$ cat config.mk
export PLATFORM = sky130hd
export DESIGN_NAME = zmc_wb_arb
export DESIGN_NICKNAME = d
export VERILOG_FILES = /design/src/rtl/zmc_wb_arb.sv
export SDC_FILE = /design/constraint.sdc
export NUM_CORES = 1
export LEC_CHECK = 0
export CAP_MARGIN = 10
export CORE_ASPECT_RATIO = 0.75
export CORE_MARGIN = 2
export CORE_UTILIZATION = 25
export CTS_BUF_LIST = sky130_fd_sc_hd__clkbuf_16
export DETAILED_ROUTE_END_ITERATION = 10
export GPL_TIMING_DRIVEN = 0
export PLACE_DENSITY = 0.95
export SLEW_MARGIN = 10
export SYNTH_ARGS = -nofsm -noshare
export SYNTH_HDL_FRONTEND = slang
export SYNTH_SLANG_ARGS = --single-unit
$ cat constraint.sdc
create_clock -name clk -period 4.5 [get_ports clk]
set_input_delay 1.35 -clock clk [delete_from_list [all_inputs] [get_ports clk]]
set_output_delay 1.35 -clock clk [all_outputs]
set_load 0.01 [all_outputs]
$ cat src/rtl/zmc_wb_arb.sv
// rtl/zmc_wb_arb.sv - two-master round-robin Wishbone arbiter with cycle lock
// Optional bus watchdog: define ZMC_WB_ARB_WDOG_EN.
module zmc_wb_arb #(
    parameter int ADR_W       = 16,
    parameter int DAT_W       = 16,
    parameter int TIMEOUT_CYC = 255
) (
    input  logic             clk,
    input  logic             s_reset_h,
    input  logic             m0_cyc_i,
    input  logic             m0_stb_i,
    input  logic             m0_we_i,
    input  logic [ADR_W-1:0] m0_adr_i,
    input  logic [DAT_W-1:0] m0_dat_i,
    output logic [DAT_W-1:0] m0_dat_o,
    output logic             m0_ack_o,
    output logic             m0_err_o,
    input  logic             m1_cyc_i,
    input  logic             m1_stb_i,
    input  logic             m1_we_i,
    input  logic [ADR_W-1:0] m1_adr_i,
    input  logic [DAT_W-1:0] m1_dat_i,
    output logic [DAT_W-1:0] m1_dat_o,
    output logic             m1_ack_o,
    output logic             m1_err_o,
    output logic             wb_cyc_o,
    output logic             wb_stb_o,
    output logic             wb_we_o,
    output logic [ADR_W-1:0] wb_adr_o,
    output logic [DAT_W-1:0] wb_dat_o,
    input  logic [DAT_W-1:0] wb_dat_i,
    input  logic             wb_ack_i,
    output logic [1:0]       gnt_o
);
    typedef enum logic [1:0] {IDLE, GNT0, GNT1, ABORT} state_t;

    state_t state_q, state_d;
    logic   rr_ptr_q, rr_ptr_d;
    logic   timeout;

    if (TIMEOUT_CYC < 1 || TIMEOUT_CYC > 255) begin : g_bad_timeout
        $error("zmc_wb_arb: TIMEOUT_CYC must be in 1..255");
    end

    always_comb begin
        state_d  = state_q;
        rr_ptr_d = rr_ptr_q;
        case (state_q)
            IDLE: begin
                if (m0_cyc_i && (!m1_cyc_i || !rr_ptr_q)) state_d = GNT0;
                else if (m1_cyc_i)                        state_d = GNT1;
            end
            GNT0: begin
                if (!m0_cyc_i)    state_d = m1_cyc_i ? GNT1 : IDLE;
                else if (timeout) state_d = ABORT;
            end
            GNT1: begin
                if (!m1_cyc_i)    state_d = m0_cyc_i ? GNT0 : IDLE;
                else if (timeout) state_d = ABORT;
            end
            default: state_d = IDLE;
        endcase
        // Priority flips to the other master whenever a new grant begins.
        if (state_d == GNT0 && state_q != GNT0) rr_ptr_d = 1'b1;
        if (state_d == GNT1 && state_q != GNT1) rr_ptr_d = 1'b0;
    end

    always_ff @(posedge clk) begin
        if (s_reset_h) begin
            state_q  <= IDLE;
            rr_ptr_q <= 1'b0;
        end else begin
            state_q  <= state_d;
            rr_ptr_q <= rr_ptr_d;
        end
    end

    always_comb begin
        wb_cyc_o = 1'b0;
        wb_stb_o = 1'b0;
        wb_we_o  = 1'b0;
        wb_adr_o = '0;
        wb_dat_o = '0;
        m0_ack_o = 1'b0;
        m0_dat_o = '0;
        m1_ack_o = 1'b0;
        m1_dat_o = '0;
        gnt_o    = 2'b00;
        case (state_q)
            GNT0: begin
                wb_cyc_o = m0_cyc_i;
                wb_stb_o = m0_stb_i;
                wb_we_o  = m0_we_i;
                wb_adr_o = m0_adr_i;
                wb_dat_o = m0_dat_i;
                m0_ack_o = wb_ack_i;
                m0_dat_o = wb_dat_i;
                gnt_o    = 2'b01;
            end
            GNT1: begin
                wb_cyc_o = m1_cyc_i;
                wb_stb_o = m1_stb_i;
                wb_we_o  = m1_we_i;
                wb_adr_o = m1_adr_i;
                wb_dat_o = m1_dat_i;
                m1_ack_o = wb_ack_i;
                m1_dat_o = wb_dat_i;
                gnt_o    = 2'b10;
            end
            default: ;
        endcase
    end

`ifdef ZMC_WB_ARB_WDOG_EN
    localparam logic [7:0] TIMEOUT_V = 8'(TIMEOUT_CYC);

    logic [7:0] wdog_q, wdog_d;
    logic       abort_m1_q;
    logic       cyc_held;

    assign cyc_held = (state_q == GNT0 && m0_cyc_i) || (state_q == GNT1 && m1_cyc_i);
    assign timeout  = cyc_held && !wb_ack_i && (wdog_q == TIMEOUT_V);

    always_comb begin
        wdog_d = wdog_q;
        if (!cyc_held || wb_ack_i) wdog_d = 8'd0;
        else if (wb_stb_o)         wdog_d = wdog_q + 8'd1;
    end

    always_ff @(posedge clk) begin
        if (s_reset_h) begin
            wdog_q     <= 8'd0;
            abort_m1_q <= 1'b0;
        end else begin
            wdog_q <= wdog_d;
            if (state_d == ABORT) abort_m1_q <= (state_q == GNT1);
        end
    end

    assign m0_err_o = (state_q == ABORT) && !abort_m1_q;
    assign m1_err_o = (state_q == ABORT) &&  abort_m1_q;
`else
    assign timeout  = 1'b0;
    assign m0_err_o = 1'b0;
    assign m1_err_o = 1'b0;
`endif
endmodule
==> flow_metrics.py <==
metrics = {
    "job": {
        "cap_violations": 0,
    },
    "clock_network": {
        "clock_latency_ns": 0.22,
        "numCtsBuffers": 3,
        "tritoncts": "yes",
        "clock-sinks": 3,
        "ctsResizeCount": 0,
        "path_clk_slew_ns": 0.03,
        "post_cts_buffers": 0,
        "cts_max_level": 1,
        "clockBufferDepth": 2,
        "postCtsHoldBufs": 0,
        "cts_root_buf": "clkbuf_16",
    },
    "power_and_ir_drop": {
        "power.density_nw_per_um2": 263,
        "power_leakage_uw": 0.00100,
        "vdd_drop_max_mv": 0.257,
        "finalPower_uw": 738,
    },
    "setup_path": {
        "worstPathMaxFanout": 6,
        "cp_slowest_cell": "clkdlybuf4s50_1",
        "cp_cell_sequence": "clkdlybuf4s50_1, a22o_1, and2_1, clkdlybuf4s50_1",
        "cp-end-kind": "output pin",
        "required_ns": 3.15,
        "cp_common_cell": "clkdlybuf4s50_1",
        "crit_type": "input port to output pin",
        "crit_arrival_ns": 2.80,
        "critPathMaxStageDelay_ns": 0.59,
        "startpoint_type": "input port",
    },
    "drt": {
        "route.met3.wl_um": 199,
        "drt_iter0_drc": 53,
        "num_vias": 1700,
        "m1WireLength_um": 2290,
        "top_layer": "met4",
        "final_antenna_net_count": 0,
        "wire_per_inst_um": 14.6,
        "drc": 0,
        "drt_wl_total_um": 5390,
        "drt_first_pass_iters": 4,
        "via_per_inst": 4.59,
        "wl_met2_um": 2890,
    },
    "sta": {
        "finalSetupViolations": 0,
        "fin_crit_sh_pct": 92.1,
        "grt_setup_unrepaired": "no",
        "layout_min_cycle_time_ns": 4.15,
        "hold_viol": 0,
        "timing.fmax_mhz": 241,
        "slew_violations": 0,
        "skew_ns": 0.000777,
        "tns_ns": 0,
        "layout_setup_ws_ns": 0.355,
    },
    "cells_and_area": {
        "final_cell_mix": "159 x clkdlybuf4s50_1, 35 x and2_1, 34 x a22oi_1, 34 x nor2b_1, 10 x clkbuf_1",
        "diodes": 0,
        "area_growth_pct": 164,
        "final_common_cell": "clkdlybuf4s50_1",
        "drive_above_1_share_pct": 4.44,
        "nNetsFinal": 411,
    },
    "placed_design": {
        "detailed_place_hpwl_um": 4560,
        "portBuffers": 159,
        "gp_congestion": 0.791,
        "pre_cts_slack_ns": 0.376,
    },
    "synth": {
        "ys_seq_area_share_pct": 5.65,
        "synth_edf_count": 0,
        "synth_top_cell_by_area": "a22oi_1",
        "synth-seq-cells": 3,
        "async_flop_share_pct": 0,
        "syn_inst": 151,
        "syn_avg_cell_area_um2": 7.04,
        "synth_top_area_share_pct": 24.0,
        "ys.flop_type": "dfxtp_1",
        "netlist_area_um2": 1060,
        "ys_top_cells_by_area": "a22oi_1 24%, and2_1 21%, nor2b_1 20%",
        "yosysWarningCount": 0,
        "ys_types": 26,
    },
    "floorplanning": {
        "core_um2": 4080,
        "start_util_pct": 26.1,
        "die_y_um": 60.5,
        "die-area_um2": 4800,
        "fp.dieW_um": 79.3,
        "io_pins": 162,
        "placementRows": 20,
    },
    "global_routing": {
        "grt_pass1_vias": 1644,
        "antenna_found_initial": 0,
        "overflow": 0,
        "gr-usage-all-layers_pct": 20.9,
        "grt_pass1_wl_um": 7930,
        "grt_max_degree": 11,
    },
    "run_status": {
        "status": "finished, final reports clean",
    },
    "min_path": {
        "worstHoldPathType": "flop to flop",
    },
}
[cell usage after synthesis, drive strengths merged, types with 2 or more instances]
cell type,count
nand2b,2
nor2b,34
a22oi,34
buf,7
clkbuf,10
ha,6
a22o,3
inv,3
dfxtp,3
and2,35
[power breakdown]
part           switching, uW  internal [uW]
Clock                   23.0            114
Sequential              9.33           34.1
Combinational            237            321
[final timing paths]
check | start | endpoint | slack, ns | cells after the start
setup / recovery | m0_cyc_i | wb_cyc_o | 0.35 | 4
hold / removal | rr_ptr_q | rr_ptr_q | 0.53 | 2
setup reg to reg | state_q[0] | rr_ptr_q | 2.77 | 7
hold reg to reg | rr_ptr_q | rr_ptr_q | 0.53 | 2
[state kept, by name, summed over array words and instances (netlist names)]
register and count:
state_q 2, rr_ptr_q 1
[cell type report]
cell class | count | area [um^2]
multi-input cells | 129 | 912
inverters | 3 | 11.3
clock inverters | 1 | 3.75
fillers | 327 | 1270
repair buffers | 159 | 1590
flip-flops and latches | 3 | 60.1
well taps | 55 | 68.8
clock buffers | 3 | 75.1
plain buffers | 17 | 83.8
[kinds of logic (layout without fill, tap and decap cells)]
family	count (synthesis)	after routing	share of synthesized area (%)
AO/OA/AOI/OAI	45	45	33.8
flip-flops	3	3	5.65
AND/OR/NAND/NOR	76	76	44.2
other	1	2	0.353
adder cells (fa/ha/maj)	6	6	7.06
buffers and inverters	20	183	8.94
[metrics by stage]
step	utilization, %	instance area, um^2	cells	hold WS, ns
finish	68.8	2810	370	0.531
CTS	68.8	2810	370	0.531
floorplan	-	1070	152	0.471
global placement	66.9	2730	366	0.506
detailed placement	66.9	2730	366	0.504
global route	68.8	2810	370	0.551
[critical path: cells and delay by family]
kind	cells	cell delay [ns]
buffers and inverters	2	1.14
AOI/OAI and AO/OA	1	0.18
and+or+nand+nor	1	0.12
[layer usage]
metal | vias to the layer above | track usage, %
met5 | - | 0
met4 | 0 | 5.17
met3 | 2 | 2.68
met2 | 48 | 39.2
met1 | 792 | 25.8
li1 | 858 | -
(Power assumes the default switching activity.)
==> RTL change 1, RTL diff (config.mk and constraints unchanged) <==
Re-encode `state_t` (4 states) as one-hot, 4 bits wide.
--- a/src/rtl/zmc_wb_arb.sv
+++ b/src/rtl/zmc_wb_arb.sv
@@ -34,3 +34,3 @@
 );
-    typedef enum logic [1:0] {IDLE, GNT0, GNT1, ABORT} state_t;
+    typedef enum logic [3:0] {IDLE = 4'b0001, GNT0 = 4'b0010, GNT1 = 4'b0100, ABORT = 4'b1000} state_t;
 
Check against the original RTL: same outputs for any inputs over 10 cycles, from zero or initial values and one cycle with s_reset_h high; not proved beyond that.
==> RTL change 1 against the original RTL <==
Setup slack better by 0.14 ns; clock skew hardly changed; cell area is 4.2% lower; sequential share of layout area is 1.6 points higher; global-route usage is 1.6 points lower; synthesized cell count is 25% lower; worst hold slack better by 0.044 ns; routed wire length is 17% lower; synthesized area is 11% lower; via count is 11% lower; sequential cell count is 2 higher; count of clock-buffer cells in the layout stayed put; critical endpoint unchanged; critical path type unchanged.
Power is not compared: it rests on default switching activity, and its combinational part moved more than twofold at a synthesized area within 25%.
==> RTL change 1: results (changes against the original RTL) <==
Setup path
  – Worst R2R Start: state_q[1]
  – Worst r2r dst: state_q[1]
  – Crit Path Max Fanout: 7 (+1)
  – Worst reg-to-reg path cell count: 5 (-2)
  – CP max-delay cell: clkdlybuf4s50_1
  – Worst reg-to-reg setup slack: 3.13 ns (+0.36 ns)
  – Max stage delay on crit path: 0.60 ns
  – CP arrival: 2.66 ns (-0.14 ns)
  – Startpoint types: input port

Cells and area
  – Final-layout fill cell count: 280 (-14%)
  – Share of post-route cells with drive strength above 1: 15.1% (+11 points)
  – Largest regs: state_q: 4 flops, rr_ptr_q: 1 flops
  – Layout Utilization: 73.9% (+5.1 points)
  – Nets: 369 (-10%)
  – Number of diodes: 0 (unchanged)

Clock network
  – Hold-fix buffers, CTS: 0 (unchanged)
  – PostCTS Resize Cnt: 0 (unchanged)
  – Root Driver: clkbuf_16
  – CTS max path bufs: 2 (unchanged)
  – Inserted Clock Buffers: 3 (unchanged)

Yosys
  – Distinct cell type count after synthesis: 27 (+3.8%)
  – Dominant synthesized flop cell: dfxtp_1
  – Top cells by area, synth: a22o_2, and2_1, dfxtp_1
  – Post-synthesis cell count: 114 (-25%)
  – Register area share after synthesis: 10.6% (+4.9 points)
  – Commonest cells in the netlist: and2_1, a22o_2, a22o_1, buf_6

Place
  – PortBufs: 159 (unchanged)
  – Post-DP HPWL: 3780 um (-17%)
  – Placed Cells: 327 (-11%)
  – Routability cong.: 0.810 (+2.4%)
  – Dpl cell area: 2610 sq um (-4.3%)
  – Post-Place Setup Slack: 0.495 ns (+0.119 ns)

Global routing
  – Overall Global Routing Usage: 19.3% (-1.6 points)
  – Number of global-route vias before repair: 1423 (-13%)
  – Pin count of the biggest net entering global routing: 11 (unchanged)
  – First-pass GRT wire length: 6530 um (-18%)

Routing
  – Final wirelength: 4470 um (-17%)
  – DR iter-0 viols: 33 (-38%)
  – Routed vias: 1515 (-11%)
  – Total iterations of the first detailed-routing run: 4 (unchanged)
  – Vias/cell: 4.58 (-0.38%)

Timing
  – Clock Skews: 0.000811 ns (+0.0000342 ns)
  – Final period utilization: 89.1% (-3.0 points)
  – Hold Slack: 0.575 ns (+0.0437 ns)

Hold path
  – Hold_sp: rr_ptr_q

Pwr
  – P_seq: 0.0506 mW
  – Leak: 1.05 nW

Outcome
  – Status: finished clean
==> RTL change 1: changes by cell type after synthesis, sizes merged, moves of 3 or more <==
cell    before  now
a22oi       34    0
a22o         3   35
clkbuf      10    3
buf          7   10
ha           6    0
o21ai        0    5
nor2b       34    1
==> RTL change 1: final cells by class <==
cell class	count	area share [%]
Timing Repair Buffer	159	59.2
Multi-Input combinational cell	97	27.7
Buffer	13	3.86
Sequential cell	5	3.72
Clock buffer	3	2.79
Tap cell	52	2.42
Clock inverter	1	0.140
Inverter	1	0.140
==> RTL change 1: logic make-up after synthesis <==
family                 after synthesis  share of synthesized area, %
AND/OR/NAND/NOR                     48                          34.9
AO/OA/AOI/OAI                       45                          41.8
buffers and inverters               14                          11.4
flip-flops                           5                          10.6
XOR/XNOR                             1                         0.926
other                                1                         0.396
==> RTL change 1: layer usage <==
metal | wire length [um] | GRT usage [%]
met5 | 0 | 0
met4 | 27 | 4.08
met3 | 517 | 6.36
met2 | 2210 | 35.1
met1 | 1720 | 21.6
==> RTL change 2, RTL diff (config.mk and constraints unchanged) <==
Made on the original files. Build with the macro `ZMC_WB_ARB_WDOG_EN` defined.
--- a/src/rtl/zmc_wb_arb.sv
+++ b/src/rtl/zmc_wb_arb.sv
@@ -2,2 +2,4 @@
 // Optional bus watchdog: define ZMC_WB_ARB_WDOG_EN.
+`define ZMC_WB_ARB_WDOG_EN
+
 module zmc_wb_arb #(
Formal check against the unedited RTL: same outputs for any inputs over 10 cycles, from zero or initial values and one cycle with s_reset_h high; that may be too few to reach the edited logic, so the function may still have changed.
==> RTL change 2 against the original RTL <==
Cell area is 18% higher; sequential share of layout area is 5.1 points higher; routed wire length is 14% higher; global-route usage is 3.7 points lower; fmax is 0.93% lower; count of clock-buffer cells in the layout stayed put; setup slack worse by 0.039 ns; synthesized cell count is 37% higher; synthesized area is 46% higher; combinational power is 17% lower; worst hold slack worse by 0.025 ns; sequential cell count is 9 higher; clock skew is 0.0028 ns higher; total power is 0.67% higher; largest cell class unchanged; highest routed layer unchanged.
==> RTL change 2: results (changes against the original RTL) <==
Yosys
  – Top cells by area, synth: a22oi_1, dfxtp_1, and2_1
  – Distinct cell type count after synthesis: 41 (+58%)
  – Register area share after synthesis: 15.5% (+9.9 points)
  – Post-synthesis cell count: 207 (+37%)
  – Post-Synth Adder-Cell Area: 6.47% (-0.59 points)
  – Compound-Gate Fraction of Synth Area: 26.4% (-7.3 points)
  – Commonest cells in the netlist: and2_1, nor2b_1, a22oi_1, clkbuf_1, dfxtp_1
  – XOR/XNOR Fraction of Synth Area: 3.40% (+3.4 points)

Global routing
  – Overall Global Routing Usage: 17.2% (-3.7 points)
  – Number of global-route vias before repair: 2170 (+32%)

Pwr
  – Net switching power: 0.249 mW (-7.3%)
  – Worst vdd ir: 130 uV (-49%)
  – Clk network pwr share: 21.3% (+2.7 points)
  – Flop pwr share: 16.2% (+10 points)

Hold path
  – Hold_sp: abort_m1_q

Timing
  – Clock Skews: 0.00357 ns (+0.00279 ns)
  – Final period utilization: 93.0% (+0.87 points)

Place
  – Post-DP HPWL: 5200 um (+14%)
  – Post-Place Setup Slack: 0.337 ns (-0.0385 ns)
  – PortBufs: 160 (+0.63%)
  – Dpl cell area: 3250 sq um (+19%)
  – Routability cong.: 0.805 (+1.8%)

Clock network
  – Worst skew pair latency: 0.24 ns (+0.02 ns)

Setup path
  – Worst reg-to-reg setup slack: 2.16 ns (-0.61 ns)
  – CP arrival: 2.83 ns (+0.03 ns)
  – Crit Path Max Fanout: 7 (+1)
  – Crit path from: m1_cyc_i

Outcome
  – Status: finished clean

Cells and area
  – Nets: 469 (+14%)
  – Share of post-route cells with drive strength above 1: 4.32% (-0.12 points)
  – Largest regs: wdog_q: 8 flops, state_q: 2 flops

Routing
  – Routed vias: 2119 (+25%)
  – DR iter-0 viols: 59 (+11%)
-- RTL change 2: area by class of cell --
class,count,area (sq um)
clock buffers,3,75.1
well taps,78,97.6
repair buffers,160,1600
plain buffers,17,88.8
flip-flops and latches,12,240
fillers,541,2560
multi-input cells,172,1200
inverters,6,22.5
-- RTL change 2: metal layers --
metal  GRT usage (%)  wire, um  vias up
li1                -         -     1056
met1            18.9      2430      956
met2            34.0      3170      105
met3            3.95       514        2
met4            2.74        19        0
met5               0         0        -
-- RTL change 2: stage by stage --
step,hold WS (ns),utilization [%],total power [mW]
after floorplan,0.456,-,0.347
after global placement,0.486,55.2,0.579
after detailed placement,0.508,55.2,0.590
after CTS,0.514,56.4,0.752
after global routing,0.563,56.4,0.793
final,0.506,56.4,0.743
-- RTL change 2: critical path, cell delays in order --
cell and delay, ns:
clkdlybuf4s50_1 0.62, nand2_2 0.13, a21boi_1 0.17, clkdlybuf4s50_1 0.56
